<file path="src/rtl/rv_prefetch_buffer_pkg.sv">
// Shared types and constants for the instruction prefetch buffer (carries the rv_defines values).
// No logic, so no latency or backpressure of its own.
package rv_prefetch_buffer_pkg;

   localparam int unsigned XLEN = 32;
   localparam logic [XLEN-1:0] INSN_NOP = 32'h0000_0013;

   typedef logic [XLEN-1:0] word_t;

   localparam word_t WORD_STEP = 32'd4;

   // Sequential successor; 32-bit modulo so 0xFFFF_FFFC is followed by 0.
   function automatic word_t next_word(input word_t addr);
      return addr + WORD_STEP;
   endfunction

endpackage

</file>
<file path="src/rtl/rv_prefetch_fifo.sv">
// DEPTH x XLEN word queue with push/pop/flush; head readable combinationally, writes visible next cycle.
// No backpressure: the parent never pushes into a full queue, which the assertion guards.
module rv_prefetch_fifo
   import rv_prefetch_buffer_pkg::*;
#(
   parameter int unsigned DEPTH = 4,
   localparam int unsigned AW = (DEPTH > 1) ? $clog2(DEPTH) : 1,
   localparam int unsigned CW = $clog2(DEPTH + 1)
) (
   input  logic          clk_i,
   input  logic          rst_i,
   input  logic          flush,
   input  logic          push,
   input  logic          pop,
   input  word_t         wdata,
   output word_t         rdata,
   output logic [CW-1:0] count
);

   word_t         storage [DEPTH];
   logic [AW-1:0] rd_ptr;
   logic [AW-1:0] wr_ptr;

   assign rdata = storage[rd_ptr];

   always_ff @(posedge clk_i or posedge rst_i) begin
      if (rst_i) begin
         for (int i = 0; i < int'(DEPTH); i++) begin
            storage[i] <= '0;
         end
         rd_ptr <= '0;
         wr_ptr <= '0;
         count  <= '0;
      end else if (flush) begin
         rd_ptr <= '0;
         wr_ptr <= '0;
         count  <= '0;
      end else begin
         if (push) begin
            storage[wr_ptr] <= wdata;
            wr_ptr          <= wr_ptr + AW'(1);
         end
         if (pop) begin
            rd_ptr <= rd_ptr + AW'(1);
         end
         count <= count + CW'(push) - CW'(pop);
      end
   end

   a_no_push_when_full : assert property (@(posedge clk_i) disable iff (rst_i)
      !(push && !flush && (count == CW'(DEPTH))));

endmodule

</file>
<file path="src/rtl/rv_prefetch_buffer.sv">
// Prefetches sequential words ahead of fetch; a word comes back the cycle after its address, one/cycle when warm.
// Bus requests stop while queued + in-flight words reach DEPTH; stale responses after a redirect are dropped.
module rv_prefetch_buffer
   import rv_prefetch_buffer_pkg::*;
#(
   parameter int unsigned DEPTH      = 4,
   parameter word_t       RESET_ADDR = 32'h0000_0000
) (
   input  logic        clk_i,
   input  logic        rst_i,
   input  logic [31:0] im_addr_i,
   output logic [31:0] im_data_o,
   output logic        im_valid_o,
   output logic        mem_req_o,
   output logic [31:0] mem_addr_o,
   input  logic        mem_gnt_i,
   input  logic [31:0] mem_rdata_i,
   input  logic        mem_rvalid_i
);

   localparam int unsigned CW = $clog2(DEPTH + 1);
   localparam logic [CW:0] DEPTH_W = (CW + 1)'(DEPTH);

   typedef logic [CW-1:0] cnt_t;

   word_t       last_addr;
   word_t       head_addr;
   word_t       issue_addr;
   cnt_t        fifo_count;
   cnt_t        inflight;
   cnt_t        drop;
   logic        req_q;

   logic        grant;
   logic        pop_hit;
   logic        redirect;
   logic        push;
   logic        pop;
   word_t       expected_addr;
   cnt_t        inflight_nxt;
   cnt_t        drop_nxt;
   cnt_t        count_nxt;
   logic [CW:0] occupancy_nxt;

   // Valid is a pure register function, so fetch's pc_next mux never loops back into it.
   assign im_valid_o    = (fifo_count != '0) && (head_addr == last_addr);
   assign mem_req_o     = req_q;
   assign mem_addr_o    = issue_addr;

   assign grant         = req_q && mem_gnt_i;
   assign pop_hit       = im_valid_o && (im_addr_i == next_word(last_addr));
   assign expected_addr = pop_hit ? next_word(head_addr) : head_addr;
   assign redirect      = (im_addr_i != expected_addr);
   assign push          = mem_rvalid_i && (drop == '0) && !redirect;
   assign pop           = pop_hit && !redirect;

   always_comb begin
      inflight_nxt = inflight + cnt_t'(grant) - cnt_t'(mem_rvalid_i);

      // A redirect marks everything still outstanding, including this cycle's grant, as stale.
      if (redirect) begin
         drop_nxt = inflight_nxt;
      end else begin
         drop_nxt = drop - cnt_t'(mem_rvalid_i && (drop != '0));
      end

      if (redirect) begin
         count_nxt = '0;
      end else begin
         count_nxt = fifo_count + cnt_t'(push) - cnt_t'(pop);
      end

      occupancy_nxt = {1'b0, count_nxt} + {1'b0, inflight_nxt};
   end

   always_ff @(posedge clk_i or posedge rst_i) begin
      if (rst_i) begin
         last_addr  <= RESET_ADDR;
         head_addr  <= RESET_ADDR;
         issue_addr <= RESET_ADDR;
         inflight   <= '0;
         drop       <= '0;
         req_q      <= 1'b0;
      end else begin
         last_addr <= im_addr_i;
         inflight  <= inflight_nxt;
         drop      <= drop_nxt;
         // Registered so it equals (count + inflight) < DEPTH of the state it is presented with.
         req_q     <= (occupancy_nxt < DEPTH_W);
         if (redirect) begin
            head_addr  <= im_addr_i;
            issue_addr <= im_addr_i;
         end else begin
            if (pop) begin
               head_addr <= next_word(head_addr);
            end
            if (grant) begin
               issue_addr <= next_word(issue_addr);
            end
         end
      end
   end

   rv_prefetch_fifo #(
      .DEPTH (DEPTH)
   ) u_fifo (
      .clk_i (clk_i),
      .rst_i (rst_i),
      .flush (redirect),
      .push  (push),
      .pop   (pop),
      .wdata (mem_rdata_i),
      .rdata (im_data_o),
      .count (fifo_count)
   );

   a_no_orphan_response : assert property (@(posedge clk_i) disable iff (rst_i)
      !(mem_rvalid_i && (inflight == '0)));

endmodule
</file>
<file path="config.mk">
export PLATFORM = sky130hd
export DESIGN_NAME = rv_prefetch_buffer
export DESIGN_NICKNAME = d
export VERILOG_FILES = /design/src/rtl/rv_prefetch_buffer_pkg.sv /design/src/rtl/rv_prefetch_fifo.sv /design/src/rtl/rv_prefetch_buffer.sv
export SDC_FILE = /design/constraint.sdc
export NUM_CORES = 1
export LEC_CHECK = 0
export CELL_PAD_IN_SITES_DETAIL_PLACEMENT = 0
export CELL_PAD_IN_SITES_GLOBAL_PLACEMENT = 1
export CORE_MARGIN = 3
export CORE_UTILIZATION = 47
export CTS_CLUSTER_DIAMETER = 80
export DETAILED_ROUTE_END_ITERATION = 7
export PLACE_DENSITY_LB_ADDON = 0.25
export SYNTH_ARGS = -nofsm -noshare
export SYNTH_HDL_FRONTEND = slang
export SYNTH_HIERARCHICAL = 1
export SYNTH_SLANG_ARGS = --single-unit
</file>
<file path="constraint.sdc">
create_clock -name clk_i -period 8.83 [get_ports clk_i]
set_clock_uncertainty 0.2 [all_clocks]
set_input_delay 1.766 -clock clk_i [delete_from_list [all_inputs] [get_ports clk_i]]
set_output_delay 1.766 -clock clk_i [all_outputs]
set_load 0.005 [all_outputs]
</file>
==> results.md, run 1 <==
- Post-cts sizing count: 0
- Mapped Cells: 1,040
- Setup TNS: 0 ns
- Largest cells by area after synthesis: dfrtp_1 46%, mux2_2 8.6%, mux2_4 6.9%
- Share of post-route cells with drive strength above 1: 0.208
- Number of global-route vias before repair: 8,732
- Critical path fanouts, max: 7
- Mapped cell area: 13,000 sq um
- Leakage: 6.91 nW
- Total CTS buffers: 26
- DRC Markers: 0
- Seq/Total Area, Yosys: 0.457
- Status: finished clean
- Dominant cell type by area after synthesis: dfrtp_1
- Number of routed nets with antenna violations: 0
- GP Congestion: 0.942
- # rows: 60
- Clk sinks: 238
- Hold WS: 0.294 ns
- Max-slew violation count: 0
- Clock power share: 0.431
- Nets@finish: 1,224
- Final setup violation count: 0
- Comb pwr share: 0.124
- Fmax: 134 MHz
- Syn_nets: 1,128
- Die X: 173 microns
- Hpwl dp: 24.1 mm
- RSZ-0062 raised after global routing: false
- Synthesis-to-layout area growth: 17.8%
- Commonest non-fill, non-tap cell in the layout: dfrtp_1
- N_diodes: 0
- Ys flop type: dfrtp_1
- Worst IR drop on VDD: 0.000150 V
- Avg Inst Size Synth: 12.5 sq um
- Min-delay worst type: reg2reg
- Clk_lat worst skew: 0.53 ns
- Part of the power in registers: 0.445
- Cell mode on critical path: ha_1
- Layout Utilization: 0.566
- Overflow after GRT: 0
- CP Capture Type: flip-flop
- Sw power: 0.000676 W
- CP Cell Sequence: clkdlybuf4s50_1 -> xor2_1 -> nor4_1 -> buf_4 -> o21ai_0 -> nor4_1 -> nand4_1 -> or4_4 -> or2_1 -> or3_1 -> a22o_1 -> nor4b_4 -> and4_1 -> ha_1 -> inv_1 -> ha_1 -> fa_1 -> xnor2_1 -> xnor2_1 -> and2_1 -> ha_1 -> or3_1 -> a41oi_1
- Vias post-DR: 8,622
- Worst-Margin Slew: 1.11 ns
- #FFs+latches synth: 238
- Worst Path Arrival: 7.72 ns
- Routed vias/inst: 5.64
- Buf+Inv Stages, Crit Path: 3
- Max cap viols: 0
- Avg WL per Cell: 21.9 microns
- Die area: 29,800 sq um
- Top cell type's share of synthesized area: 0.457
- Final Hold Fails: 0
- Sw Ratio: 0.255
- Largest buffer count on any clock path: 3
- Total GRT Usage: 0.223
- PortBufs: 133
- Initial drt markers: 742
- Die Ht: 173 microns
- Startpoint Class: input port
- EDFF count, synth: 0
- Setup slack, reg-to-reg: 1.86 ns
- First-pass GRT wire length: 52.8 mm
- Reg clk slew, reported paths: 0.06 ns
- Tcrit/Tclk final: 0.847
- Critical setup path kind: in2reg
- Synth Warn #: 6
- Most frequent cells in the layout: 236 x dfrtp_1, 133 x clkdlybuf4s50_1, 99 x mux2_2, 71 x xor2_1, 71 x xnor2_1
- Tmin final: 7.48 ns
- Root Buffer: clkbuf_16
- Slew headroom: 0.263
- Critical Path RT: 9.07 ns
- Starting density of the core: 0.481
- CTS tree: done
- I/O Pins: 134
- Power per cell area: 173 nW/um^2
- First-pass detailed-route iteration total: 5
- Power Internal: 0.00198 W
- CP top delay family: simple AND/OR/NAND/NOR gates
- H-tree levels: 1
- Post-synth cell types: 66
- Final instance area: 15,400 sq um
- Core area: 27,100 sq um
- Post-CTS Hold Buffers: 0
- Routed wire length: 33.4 mm
- Initial antenna violation count: 0
- Crit-path max cell delay: 0.55 ns
- Asr flop ratio synth: 1.00
- Slowest CP cell: clkdlybuf4s50_1
- Placed cell areas: 14,400 sq um
- Postcts setup bufs: 0
- Largest net degree at the start of global routing: 83
## per-layer routing
| metal | vias up | track usage | share of wire |
|---|---|---|---|
| met5 | - | 0 | 0 |
| met4 | 0 | 0.0365 | 0.015 |
| li1 | 3931 | - | - |
| met2 | 254 | 0.329 | 0.43 |
| met1 | 4404 | 0.348 | 0.49 |
| met3 | 33 | 0.0450 | 0.062 |
## per-stage QoR
step / setup WS [ns] / total power (W) / instances
after global placement: 1.06 / 0.00153 / 1480
after CTS: 1.43 / 0.00268 / 1528
final: 1.35 / 0.00265 / 1528
after detailed placement: 0.891 / 0.00153 / 1480
after floorplan: 1.67 / 0.00138 / 1040
after global routing: 0.988 / 0.00276 / 1528
## sequential cells by signal (all words and copies together) (netlist names), 3 cells and up
signal          count
head_addr          32
u_fifo/storage    128
last_addr          32
mem_addr_o         32
inflight            3
u_fifo/count        3
drop                3
## worst reg2reg max path, delay by kind of cell, from the launching register on
kind	cells	cell delay, ns
XOR/XNOR	3	0.45
AND/OR/NAND/NOR	10	3.80
flip-flops	1	0.53
buffers and inverters	1	0.04
adder cells (fa/ha/maj)	5	1.28
AO/OA/AOI/OAI	3	0.58
## kinds of logic (layout without fill, tap and decap cells)
| kind of cell | after synthesis | after routing | share of synthesized area |
|---|---|---|---|
| compound gates | 60 | 60 | 0.0322 |
| xor+xnor | 143 | 143 | 0.0971 |
| fa+ha+maj | 20 | 20 | 0.0209 |
| buf+inv | 105 | 221 | 0.0463 |
| flops | 238 | 238 | 0.457 |
| mux | 200 | 200 | 0.225 |
| simple gates | 274 | 274 | 0.122 |
## worst paths after layout
| path | startpoint | to | cells after the start |
|---|---|---|---|
| worst max register to register | last_addr[2] | mem_req_o | 22 |
| max in group asynchronous | rst_i | mem_addr_o[21] | 3 |
| worst min-delay path | u_fifo/storage[89] | u_fifo/storage[89] | 1 |
| worst max-delay path | im_addr_i[3] | mem_req_o | 23 |
| worst min register to register | u_fifo/storage[89] | u_fifo/storage[89] | 1 |
| min in group asynchronous | rst_i | last_addr[0] | 2 |
## cell usage after synthesis, types with 4 or more instances
| master | count |
|---|---|
| and3_1 | 18 |
| xor2_1 | 71 |
| or3_1 | 5 |
| a21o_1 | 4 |
| or2_1 | 4 |
| and2_1 | 4 |
| clkbuf_1 | 39 |
| mux4_2 | 5 |
| a21oi_1 | 9 |
| ha_1 | 17 |
| nand3b_4 | 4 |
| and4_1 | 4 |
| a31oi_1 | 5 |
| inv_1 | 30 |
| mux2i_1 | 5 |
| nand4_1 | 31 |
| nand2_1 | 45 |
| nor4_1 | 31 |
| nand3_1 | 34 |
| buf_4 | 7 |
| buf_6 | 15 |
| nor2b_1 | 6 |
| nor3_1 | 22 |
| nor2_1 | 39 |
| mux2_2 | 99 |
| mux4_1 | 27 |
| xnor2_1 | 71 |
| clkbuf_8 | 6 |
| mux2_1 | 4 |
| dfrtp_1 | 238 |
| mux2_4 | 60 |
| buf_2 | 8 |
| o21ai_0 | 9 |
| nand2b_1 | 9 |
| o211ai_1 | 7 |
## final cells by class
cell class / count / area (sq um)
fill: 2252 / 11700
multi-input combinational: 697 / 6480
sequential: 238 / 5960
timing repair buffer: 143 / 1420
clock buffer: 36 / 769
tap: 372 / 465
clock inverter: 12 / 144
inverter: 30 / 118
## power by group through the flow
stage	combinational (W)	clock [W]	sequential, W
6_report	0.000330	0.00114	0.00118
4_1_cts	0.000330	0.00117	0.00118
2_1_floorplan	0.000201	0	0.00118
3_5_place_dp	0.000327	0	0.00120
3_3_place_gp	0.000327	0	0.00120
5_1_grt	0.000362	0.00121	0.00119
Power figures use the tool's default switching activity.
==> inputs of run 2 (changes only) <==
==> constraint.sdc (replaced) <==
create_clock -name clk_i -period 7.5 [get_ports clk_i]
set_clock_uncertainty 0.2 [all_clocks]
set_input_delay 1.5 -clock clk_i [delete_from_list [all_inputs] [get_ports clk_i]]
set_output_delay 1.5 -clock clk_i [all_outputs]
set_load 0.005 [all_outputs]
==> results.md, run 2 (synthesis results as in run 1) <==
- Status: finished clean
- Routed vias/inst: 5.65 (about the same)
- Tmin final: 6.92 ns
- Leakage: 7.07 nW (+2.3%)
- First-pass detailed-route iteration total: 5 (unchanged)
- GP Congestion: 0.946 (+0.36%)
- Number of routed nets with antenna violations: 0 (unchanged)
- Fmax: 144 MHz
- H-tree levels: 1 (unchanged)
- Crit-path max cell delay: 0.56 ns (about the same)
- Die area: 29,800 sq um (unchanged)
- Overflow after GRT: 0 (unchanged)
- Synthesis-to-layout area growth: 19.5%
- Setup TNS: 0 ns (unchanged)
- Nets@finish: 1,258 (+2.8%)
- Starting density of the core: 0.481 (unchanged)
- Tot Pwr: 0.00309 W (+16%)
- Placed cell areas: 14,700 sq um (+1.9%)
- Power per cell area: 198 nW/um^2 (+15%)
- I/O Pins: 134 (unchanged)
- Slew headroom: 0.267 (+0.00373)
- Largest Register: u_fifo/storage
- Share of post-route cells with drive strength above 1: 0.227 (+0.0197)
- First-pass GRT wire length: 52.9 mm (+0.19%)
- Reg-to-Reg Start: last_addr[2]
- Clk sinks: 238 (unchanged)
- Total GRT Usage: 0.222 (-0.00113)
- N_diodes: 0 (unchanged)
- Min-delay worst type: reg2reg
- Most frequent cells in the layout: 236 x dfrtp_1, 133 x clkdlybuf4s50_1, 99 x mux2_2, 71 x xor2_1, 71 x xnor2_1
- Worst reg2reg path depth: 22 (unchanged)
- Critical Path RT: 7.74 ns (-1.33 ns)
- Largest buffer count on any clock path: 3 (unchanged)
- Initial antenna violation count: 0 (unchanged)
- Reg2reg end: mem_req_o
- Die X: 173 microns (unchanged)
- Startpoint Class: input port
- Tcrit/Tclk final: 0.923
- Max FFs per register: 128 (unchanged)
- # rows: 60 (unchanged)
- Critical setup path kind: in2reg
- Postcts setup bufs: 0 (unchanged)
- Core area: 27,100 sq um (unchanged)
- Largest net degree at the start of global routing: 78 (-6.0%)
- Seq. cell area: 5960 sq um (unchanged)
- Hold path depth: 1 (unchanged)
- Pre-CTS setup slack: 0.0825 ns (-0.808 ns)
- Final Hold Fails: 0 (unchanged)
- Post-CTS Hold Buffers: 0 (unchanged)
- Max cap viols: 0 (unchanged)
- Slowest CP cell: or4_4
- Buf+Inv Stages, Crit Path: 2 (-1)
- Die Ht: 173 microns (unchanged)
- Worst setup margin: 0.579 ns (-0.774 ns)
- Root Buffer: clkbuf_16
- Setup slack, reg-to-reg: 0.77 ns (-1.09 ns)
- Worst Path Arrival: 7.16 ns (-0.56 ns)
- CP Cell Sequence: clkdlybuf4s50_1 -> or3_1 -> o21a_1 -> nor3b_1 -> o22ai_1 -> or4_4 -> or2_1 -> or3_1 -> a22o_1 -> nor4b_4 -> nand3_1 -> ha_1 -> inv_1 -> ha_1 -> fa_1 -> xnor2_1 -> xnor2_1 -> and2_1 -> ha_1 -> or3_1 -> a41oi_1
- Clk_lat worst skew: 0.53 ns (about the same)
- Reg clk slew, reported paths: 0.05 ns (about the same)
- Avg WL per Cell: 21.4 microns (-2.4%)
- Commonest non-fill, non-tap cell in the layout: dfrtp_1
- Number of global-route vias before repair: 8,981 (+2.9%)
- PortBufs: 133 (unchanged)
- Critical path fanouts, max: 4 (-3)
- RSZ-0062 raised after global routing: false
- Routed wire length: 33.3 mm (-0.35%)
- Hpwl dp: 24.2 mm (+0.41%)
- CP startpoint: im_addr_i[9]
- Hold Crit Endpoint: u_fifo/storage[121]
- Area occupied by multi-input gates: 6480 sq um (unchanged)
- Final instance area: 15,600 sq um (+1.5%)
- CP Capture Type: flip-flop
- Total CTS buffers: 27 (+3.8%)
- Filler instances: 2,313 (+2.7%)
- Hold_sp: u_fifo/storage[121]
- Vias post-DR: 8,809 (+2.2%)
- Worst-Margin Slew: 1.10 ns (-0.00560 ns)
- Hold WS: 0.288 ns (-0.00648 ns)
- Final setup violation count: 0 (unchanged)
- CTS tree: done
- Max-slew violation count: 0 (unchanged)
- DRC Markers: 0 (unchanged)
- Worst IR drop on VDD: 0.000200 V (+33%)
- Post-cts sizing count: 0 (unchanged)
- Initial drt markers: 622 (-16%)
- CP top delay family: simple AND/OR/NAND/NOR gates
[run 2: cell count changes in the layout (fill, tap and decap cells not counted)]
| cell | delta |
|---|---|
| buf_4 | +31 |
| buf_12 | +2 |
| clkbuf_1 | +2 |
| clkinvlp_4 | -2 |
| bufinv_16 | -1 |
| clkbuf_8 | -1 |
| clkinv_2 | -1 |
| clkinv_4 | +1 |
| inv_6 | +1 |
[run 2: final cells by class]
type,count,area share
inverter,30,0.00755
clock inverter,10,0.00714
timing repair buffer,176,0.109
multi-input combinational,697,0.416
tap,372,0.0299
clock buffer,37,0.0490
sequential,238,0.382
[run 2: how the worst max path moves through the flow]
stage	endpoint	slack, ns	cells past startpoint
floorplan	mem_req_o	0.60	22
global placement	mem_req_o	0.15	21
detailed placement	mem_req_o	0.08	21
CTS	mem_req_o	0.61	21
global route	mem_req_o	0.38	22
finish	mem_req_o	0.58	21
[run 2: where the power goes]
group | switching (W) | total (W) | internal, W
Clock | 0.000524 | 0.00130 | 0.000777
Sequential | 0.0000585 | 0.00139 | 0.00133
Combinational | 0.000213 | 0.000399 | 0.000186
Total | 0.000795 | 0.00309 | 0.00230
[run 2: metrics by stage]
stage / cells / util
6_report: 1560 / 0.575
2_1_floorplan: 1040 / -
3_3_place_gp: 1513 / 0.543
5_1_grt: 1560 / 0.575
4_1_cts: 1560 / 0.575
3_5_place_dp: 1513 / 0.543
[run 2: worst register-to-register path: stages, from the launching register on]
cell     delay, ns
dfrtp_1       0.55
ha_1          0.30
nand4_4       0.19
or3_1         0.56
nor3_1        0.48
xnor2_1       0.18
o22ai_1       0.14
or4_4         0.56
or2_1         0.28
or3_1         0.38
a22o_1        0.27
nor4b_4       0.33
nand3_1       0.13
ha_1          0.30
inv_1         0.04
ha_1          0.18
fa_1          0.38
xnor2_1       0.15
xnor2_1       0.12
and2_1        0.16
ha_1          0.26
or3_1         0.34
a41oi_1       0.16
[run 2: per-layer routing]
metal	GRT usage	routed length, microns	vias to the layer above
met2	0.327	14400	256
met3	0.0487	2290	43
met4	0.0453	615	0
li1	-	-	3994
met5	0	0	-
met1	0.340	16000	4516
